[src/rtl/usb_rx_ctrl.sv]
// ============================================================================
// Module   : usb_rx_ctrl
// Brief    : USB full-speed receiver control unit. Validates SYNC, strobes
//            payload bytes into the RX FIFO, counts them, flags errors.
// Revision : 1.0 - initial release
// ============================================================================
`default_nettype none

module usb_rx_ctrl #(
  parameter logic [7:0] SYNC_BYTE = 8'h80,
  parameter int         MAX_BYTES = 64,
  parameter int         CNT_W     = 7
) (
  input  logic             clk,
  input  logic             n_rst,
  input  logic             d_edge,
  input  logic             eop,
  input  logic             shift_enable,
  input  logic             byte_received,
  input  logic [7:0]       rcv_data,
  output logic             rcving,
  output logic             enable_timer,
  output logic             w_enable,
  output logic             r_error,
  output logic [CNT_W-1:0] byte_cnt
);

  typedef enum logic [3:0] {
    IDLE      = 4'd0,
    SYNC_WAIT = 4'd1,
    SYNC_CHK  = 4'd2,
    RCV_BYTE  = 4'd3,
    STORE     = 4'd4,
    EOP_CHK   = 4'd5,
    EOP_DONE  = 4'd6,
    ERR_EOP   = 4'd7,
    ERR_WAIT  = 4'd8,
    ERR_IDLE  = 4'd9
  } state_t;

  state_t           state_q, state_d;
  logic             rcving_q, rcving_d;
  logic             enable_timer_q, enable_timer_d;
  logic             w_enable_q, w_enable_d;
  logic             r_error_q, r_error_d;
  logic [CNT_W-1:0] byte_cnt_q, byte_cnt_d;
  logic             eop_sample;
  logic             room;

  assign eop_sample = eop && shift_enable;
  assign room       = byte_cnt_q < CNT_W'(MAX_BYTES);

  always_comb begin
    state_d    = state_q;
    r_error_d  = r_error_q;
    byte_cnt_d = byte_cnt_q;
    w_enable_d = 1'b0;

    case (state_q)
      IDLE, ERR_IDLE: begin
        if (d_edge) begin
          state_d    = SYNC_WAIT;
          r_error_d  = 1'b0;
          byte_cnt_d = '0;
        end
      end
      SYNC_WAIT: begin
        if (byte_received)   state_d = SYNC_CHK;
        else if (eop_sample) state_d = ERR_EOP;
      end
      SYNC_CHK: begin
        state_d = (rcv_data == SYNC_BYTE) ? RCV_BYTE : ERR_EOP;
      end
      RCV_BYTE: begin
        // A completed byte beats a coincident EOP sample; EOP_CHK catches it.
        if (byte_received) begin
          state_d    = STORE;
          w_enable_d = room;
        end else if (eop_sample) begin
          state_d = ERR_EOP;
        end
      end
      STORE: begin
        if (room) begin
          byte_cnt_d = byte_cnt_q + CNT_W'(1);
          state_d    = EOP_CHK;
        end else begin
          state_d = ERR_EOP;
        end
      end
      EOP_CHK: begin
        if (shift_enable) state_d = eop ? EOP_DONE : RCV_BYTE;
      end
      EOP_DONE: begin
        if (d_edge) state_d = IDLE;
      end
      ERR_EOP: begin
        if (eop_sample) state_d = ERR_WAIT;
      end
      ERR_WAIT: begin
        if (d_edge) state_d = ERR_IDLE;
      end
      default: state_d = IDLE;
    endcase

    if (state_d == ERR_EOP) r_error_d = 1'b1;

    // Outputs are decoded from the next state so they register alongside it.
    rcving_d       = !(state_d inside {IDLE, ERR_IDLE});
    enable_timer_d = state_d inside {SYNC_WAIT, SYNC_CHK, RCV_BYTE, STORE,
                                     EOP_CHK, ERR_EOP};
  end

  always_ff @(posedge clk or negedge n_rst) begin
    if (!n_rst) begin
      state_q        <= IDLE;
      rcving_q       <= 1'b0;
      enable_timer_q <= 1'b0;
      w_enable_q     <= 1'b0;
      r_error_q      <= 1'b0;
      byte_cnt_q     <= '0;
    end else begin
      state_q        <= state_d;
      rcving_q       <= rcving_d;
      enable_timer_q <= enable_timer_d;
      w_enable_q     <= w_enable_d;
      r_error_q      <= r_error_d;
      byte_cnt_q     <= byte_cnt_d;
    end
  end

  assign rcving       = rcving_q;
  assign enable_timer = enable_timer_q;
  assign w_enable     = w_enable_q;
  assign r_error      = r_error_q;
  assign byte_cnt     = byte_cnt_q;

endmodule

`default_nettype wire

[config.mk]
export PLATFORM = sky130hd
export DESIGN_NAME = usb_rx_ctrl
export DESIGN_NICKNAME = d
export VERILOG_FILES = /design/src/rtl/usb_rx_ctrl.sv
export SDC_FILE = /design/constraint.sdc
export NUM_CORES = 1
export LEC_CHECK = 0
export BUFFER_PORTS_ARGS = -buffer_cell sky130_fd_sc_hd__buf_2
export CORE_ASPECT_RATIO = 1.1
export CORE_MARGIN = 2
export CORE_UTILIZATION = 45
export CTS_CLUSTER_SIZE = 12
export DETAILED_ROUTE_END_ITERATION = 16
export GPL_TIMING_DRIVEN = 1
export PLACE_DENSITY = 0.7
export SYNTH_ARGS = -nofsm -noshare
export SYNTH_HDL_FRONTEND = slang
export SYNTH_SLANG_ARGS = --single-unit
export TNS_END_PERCENT = 30
[constraint.sdc]
create_clock -name clk -period 1.95 [get_ports clk]
set_input_delay 0.195 -clock clk [delete_from_list [all_inputs] [get_ports clk]]
set_output_delay 0.195 -clock clk [all_outputs]
set_load 0.005 [all_outputs]
---- Word level (Yosys, flattened, before mapping) ----
Index checks and enable logic that the tools add are counted.
storage, ports and cells
  register bits after elaboration ......... 15
  bits of input ports ..................... 14
operators by class
  add/sub/neg operators ................... 1
  $lt $le $gt $ge ......................... 1
  equal/unequal tests ..................... 19
  mux-type cells .......................... 20
  reduce and logical (&&, ||, !) cells .... 12
operators by type and width
  operator                                             count
  one-hot mux 4 bit (9 select lines)                   1
  two-way mux 4 bit                                    8
  equality test 4 x 3 -> 1 bit, second input constant  7
  equality test 4 x 2 -> 1 bit, second input constant  4
  two-way mux 7 bit                                    2
  one-hot mux 7 bit (2 select lines)                   1
  equality test 4 bit, second input constant           3
  equality test 4 x 1 -> 1 bit, second input constant  2
  equality test 8 bit, second input constant           1
  logical NOT 4 bit                                    2
  nonzero test 2 bit                                   4
  adder 7 x 1 -> 7 bit, second input constant          1
  less-than comparator 7 bit, second input constant    1
  two-way mux 3 bit                                    2
  nonzero test 6 bit                                   1
  two-way mux 1 bit                                    5
  inequality test 2 bit, second input constant         2
  AND reduction 3 bit                                  1
  two-way mux 2 bit                                    1
  AND reduction 2 bit                                  1
  OR reduction 2 bit                                   1
  logical AND 1 bit                                    1
  logical NOT 1 bit                                    1

---- Logic depth before layout (Yosys ltp) ----
  depth in word-level cells ............... 7
  depth in mapped cells ................... 7
  gate-level depth less buffers ........... 5

---- Worst setup path after synthesis ----
OpenSTA, ideal clock, no wires.
  path type ............................... input to register
  from .................................... input port rcv_data[5]
  to ...................................... register rcving_q (netlist: rcving)
  setup time .............................. 0.131 ns
  data arrival time ....................... 1.562 ns
  slack ................................... 0.257 ns
  cell stages on the path ................. 5
  buffers on the path ..................... 0
  cells stage by stage .................... or4b_4 > o211ai_2 > a31oi_1 > or2_4 > or3_1
on the way
  cells in the longest elaborated chain, start to end .. 6
  elaborated cells between the ends (all ways) .. 7
  those cells by class .................... eq/ne: 2; mux: 2; reduce/logical: 3
RTL lines
  item                                                             line  text
  from (decl)                                                      20    input logic [7:0] rcv_data,
  equality test 8 bit (*)                                          72    state_d = (rcv_data == SYNC_BYTE) ? RCV_BYTE : ERR_EOP;
  two-way mux 3 bit (*)                                            72
  one-hot mux 4 bit (9 select lines) (*)                           59    case (state_q)
  via state_d[2]                                                   41    state_t state_q, state_d;
  equality test 4 bit / logical NOT 4 bit (equally long branches)  109   rcving_d = !(state_d inside {IDLE, ERR_IDLE});
  nonzero test 2 bit (*)                                           109
  logical NOT 1 bit (*)                                            109
  via rcving_d                                                     42    logic rcving_q, rcving_d;
  to (signal assigned)                                             124   rcving_q <= rcving_d;
  to (decl)                                                        42
Mark *: on every way through the listed nets, which the timed path passes. The rest lies on a longest branch.
A chain may end at the register's enable or synchronous reset.

---- Worst setup path after layout ----
  from .................................... register state_q[0]
  to ...................................... register enable_timer_q (netlist: enable_timer)
on the way
  cells in the longest elaborated chain, start to end .. 5
  elaborated cells between the ends (all ways) .. 27
  those cells by class .................... eq/ne: 15; mux: 9; reduce/logical: 3
RTL lines
  item                                                             line  text
  from (decl)                                                      41
  from (signal assigned)                                           123   state_q <= state_d;
  equality test 4 bit / logical NOT 4 bit (equally long branches)  59
  OR reduction 2 bit                                               59
  one-hot mux 4 bit (9 select lines) (*)                           59
  via state_d[1]                                                   41
  equality test 4 x 1 -> 1 bit (tied with other cells)             110   enable_timer_d = state_d inside {SYNC_WAIT, SYNC_CHK, RCV_BYTE, STORE,
  nonzero test 6 bit (*)                                           110
  via enable_timer_d                                               43    logic enable_timer_q, enable_timer_d;
  to (signal assigned)                                             125   enable_timer_q <= enable_timer_d;
  to (decl)                                                        43
Marked as above.

==> summary.md <==
| Metric | Value |
|---|---|
| Status | finished, final reports clean |
| Row cnt | 17 |
| Setup slack on the worst flop-to-flop path | 160 ps |
| Post-route DRC | 0 |
| Die Span Y | 51.38 um |
| Top_reg_cell synth | dfrtp_1 |
| Final Max Tran Viols | 0 |
| DRT iter0 DRCs | 6 |
| Fraction of registers with async set/reset | 100.0% |
| Worst Slack Setup Final | 161.4 ps |
| Yosys top cell area share | 40.87% |
| Crit path DAT | 1980 ps |
| Initial core utilization | 46.93% |
| Post-DP HPWL | 1524 um |
| Clock-pin slew on the worst setup and hold paths | 90 ps |
| Detailed Routing Iterations Pass 1 | 4 |
| Via count | 848 |
| Crit-path max FO | 11 |
| Crit path capture type | flop |
| Total track usage | 18.98% |
| Post-Route Setup TNS | 0 ps |
| RSZ-0062 raised after global routing | false |
| HP Class | in -> reg |
| Die X | 47.08 um |
| Filler cell count in the final layout | 190 |
| Fin nets | 142 |
| Core Box Area | 0.001957 mm2 |
| Power per cell area | 1339 mW/mm2 |
| Number of synthesized flops with an enable pin | 0 |
| Critical Path Start Type | flop |
| Avg Cell Area, Syn | 9.566 um2 |
| Final Util | 57.86% |
| Cells after Synth | 96 |
| Max-Cap Viols | 0 |
| Seq/Total Area, Yosys | 40.87% |
| IO Pins | 25 |
| ANT nets after route | 0 |
| F_max | 559.1 MHz |
| DRT Wirelength | 2021 um |
| Cell Area, Synth | 918.4 um2 |
| Initial antenna violation count | 0 |
| Final Cycle Share | 91.72% |
| DR vias/cell | 5.506 |
| CP startpoint | state_q[0] |
| Worst skew pair latency | 290 ps |
| Setup crit end | enable_timer |
| GRT overflow | 0 |
| Wirelength per Cell | 13.12 um |
| Critical path type | reg -> reg |
| Area of placed instances | 0.001094 mm2 |
| Cell area after layout | 0.001132 mm2 |
| Syn_nets | 111 |
| R2R Path End | enable_timer |
| R2r worst-path depth | 5 |
| Top post-synthesis cells by area | dfrtp_1 41%, nor2b_1 4.8%, nor2_1 3.3% |
| Final hold vios | 0 |
| Worst slack at placement | 42.70 ps |
| LEAKAGE | 0.5184 nW |
| Synth-to-Final Area Change | 23.30% |
| H-Tree Depth | 1 |
| CTS sink cnt | 15 |
| Register area | 376.6 um2 |
| First-pass GRT wire length | 3187 um |
| Worst Tran Pin Value | 440.6 ps |
| Power Total | 0.001516 W |
| Clk buf depth | 2 |
| Setup violators final | 0 |
| Register bit total from synthesis | 15 |
| Yosys cell types | 41 |
| Area of the multi-input gates | 503.0 um2 |
| Num CTS Buffers | 3 |
| Max VDD drop | 0.0006591 V |
| Die area | 0.002419 mm2 |
| Clock skew | 3.618 ps |
| TritonCTS clock tree | built |
| Worst Path Required | 2140 ps |
| Clk root buf | clkbuf_4 |
| Post-synth top area cell | dfrtp_1 |
| Slew headroom | 70.55% |
| FF-to-FF Start | state_q[0] |
| Yosys Warn Count | 0 |
| Layout cell share with drive strength beyond 1 | 34.13% |
| Antenna cells | 0 |
| GPL Wtd Cong | 0.8438 |
| Vias in the first global route | 742 |
| IO Port Bufs | 24 |
| Largest net degree at the start of global routing | 16 |
| Tmin final | 1789 ps |
[routing by layer]
metal | share of wire (%) | track usage [%] | vias up
li1 | - | - | 420
met1 | 49 | 25.39 | 398
met2 | 43 | 27.40 | 23
met3 | 4.6 | 4.240 | 7
met4 | 3.0 | 11.11 | 0
met5 | 0 | 0 | -
[final cells by class]
class | count | share of cell area [%]
repair buffers | 31 | 15.47
clock inverters | 1 | 0.4420
flip-flops and latches | 15 | 33.26
clock buffers | 3 | 1.989
inverters | 4 | 1.326
well taps | 28 | 3.094
multi-input cells | 72 | 44.42
[cell families (layout without fill, tap and decap cells)]
| logic type | after synthesis | after routing | synth area share (%) |
|---|---|---|---|
| DFF | 15 | 15 | 40.87 |
| xor gates and xnor gates | 5 | 5 | 4.769 |
| adders and majority gates | 1 | 1 | 1.362 |
| AOI/OAI and AO/OA | 25 | 25 | 21.53 |
| buffers and inverters | 9 | 39 | 4.359 |
| muxes | 1 | 1 | 1.226 |
| and+or+nand+nor | 40 | 40 | 25.89 |
[synth_stat cells, drive strengths merged, types with 3 or more instances]
master  number
dfrtp       15
nor2         8
nor2b        7
nand2        6
buf          5
o21ai        5
inv          4
a31oi        3
nand4b       3
xnor2        3
[critical path, stage by stage, from the launching register on]
cell	delay [ps]
dfrtp_2	490
and3_1	220
o31a_1	280
o221ai_1	360
nor4_1	100
a211oi_1	240
[worst min-delay path by stage]
| stage | endpoint | cells after the start | from | slack (ps) |
|---|---|---|---|---|
| after global routing | w_enable | 3 | byte_received | 160 |
| after detailed placement | byte_cnt[2] | 1 | n_rst | 120 |
| after floorplan | byte_cnt[0] | 0 | n_rst | -100 |
| final | w_enable | 3 | byte_received | 180 |
| after CTS | w_enable | 3 | byte_received | 170 |
| after global placement | byte_cnt[2] | 1 | n_rst | 110 |
[registers in the layout, summed over array words and instances, names as in the netlist]
signal	cells
byte_cnt	7
enable_timer	1
r_error	1
rcving	1
state_q	4
w_enable	1
[through the flow]
step,instances,hold WS (ps)
after floorplan,96,-100.6
after global placement,149,110.1
after detailed placement,149,116.3
after CTS,154,168.6
after global routing,154,157.8
final,154,177.9
[power by group]
part	leakage (nW)	internal (W)	switching [W]	total, W
Clock	0.0177	0.0000763	0.0000979	0.000174
Sequential	0.185	0.000416	0.000107	0.000523
Combinational	0.315	0.000405	0.000415	0.000820
[layout by cell type, fill, tap and decap left out, types with 4 or more instances in the layout]
| master | synthesis | layout |
|---|---|---|
| buf_2 | 5 | 24 |
| dfrtp_1 | 15 | 14 |
| nor2_1 | 8 | 8 |
| nor2b_1 | 7 | 7 |
| nand2_1 | 6 | 6 |
| buf_4 | 0 | 6 |
| inv_1 | 4 | 4 |
[repair_timing]
| item | in CTS | in global routing |
|---|---|---|
| gates resized for setup | 0 | 1 |
| setup endpoints to repair | 0 | 2 |
| hold buffers | 1 | 0 |
| buffers inserted | 0 | 0 |
| endpoints found under the hold margin | 15 | 0 |
No activity file was read; power rests on OpenSTA's default activity.
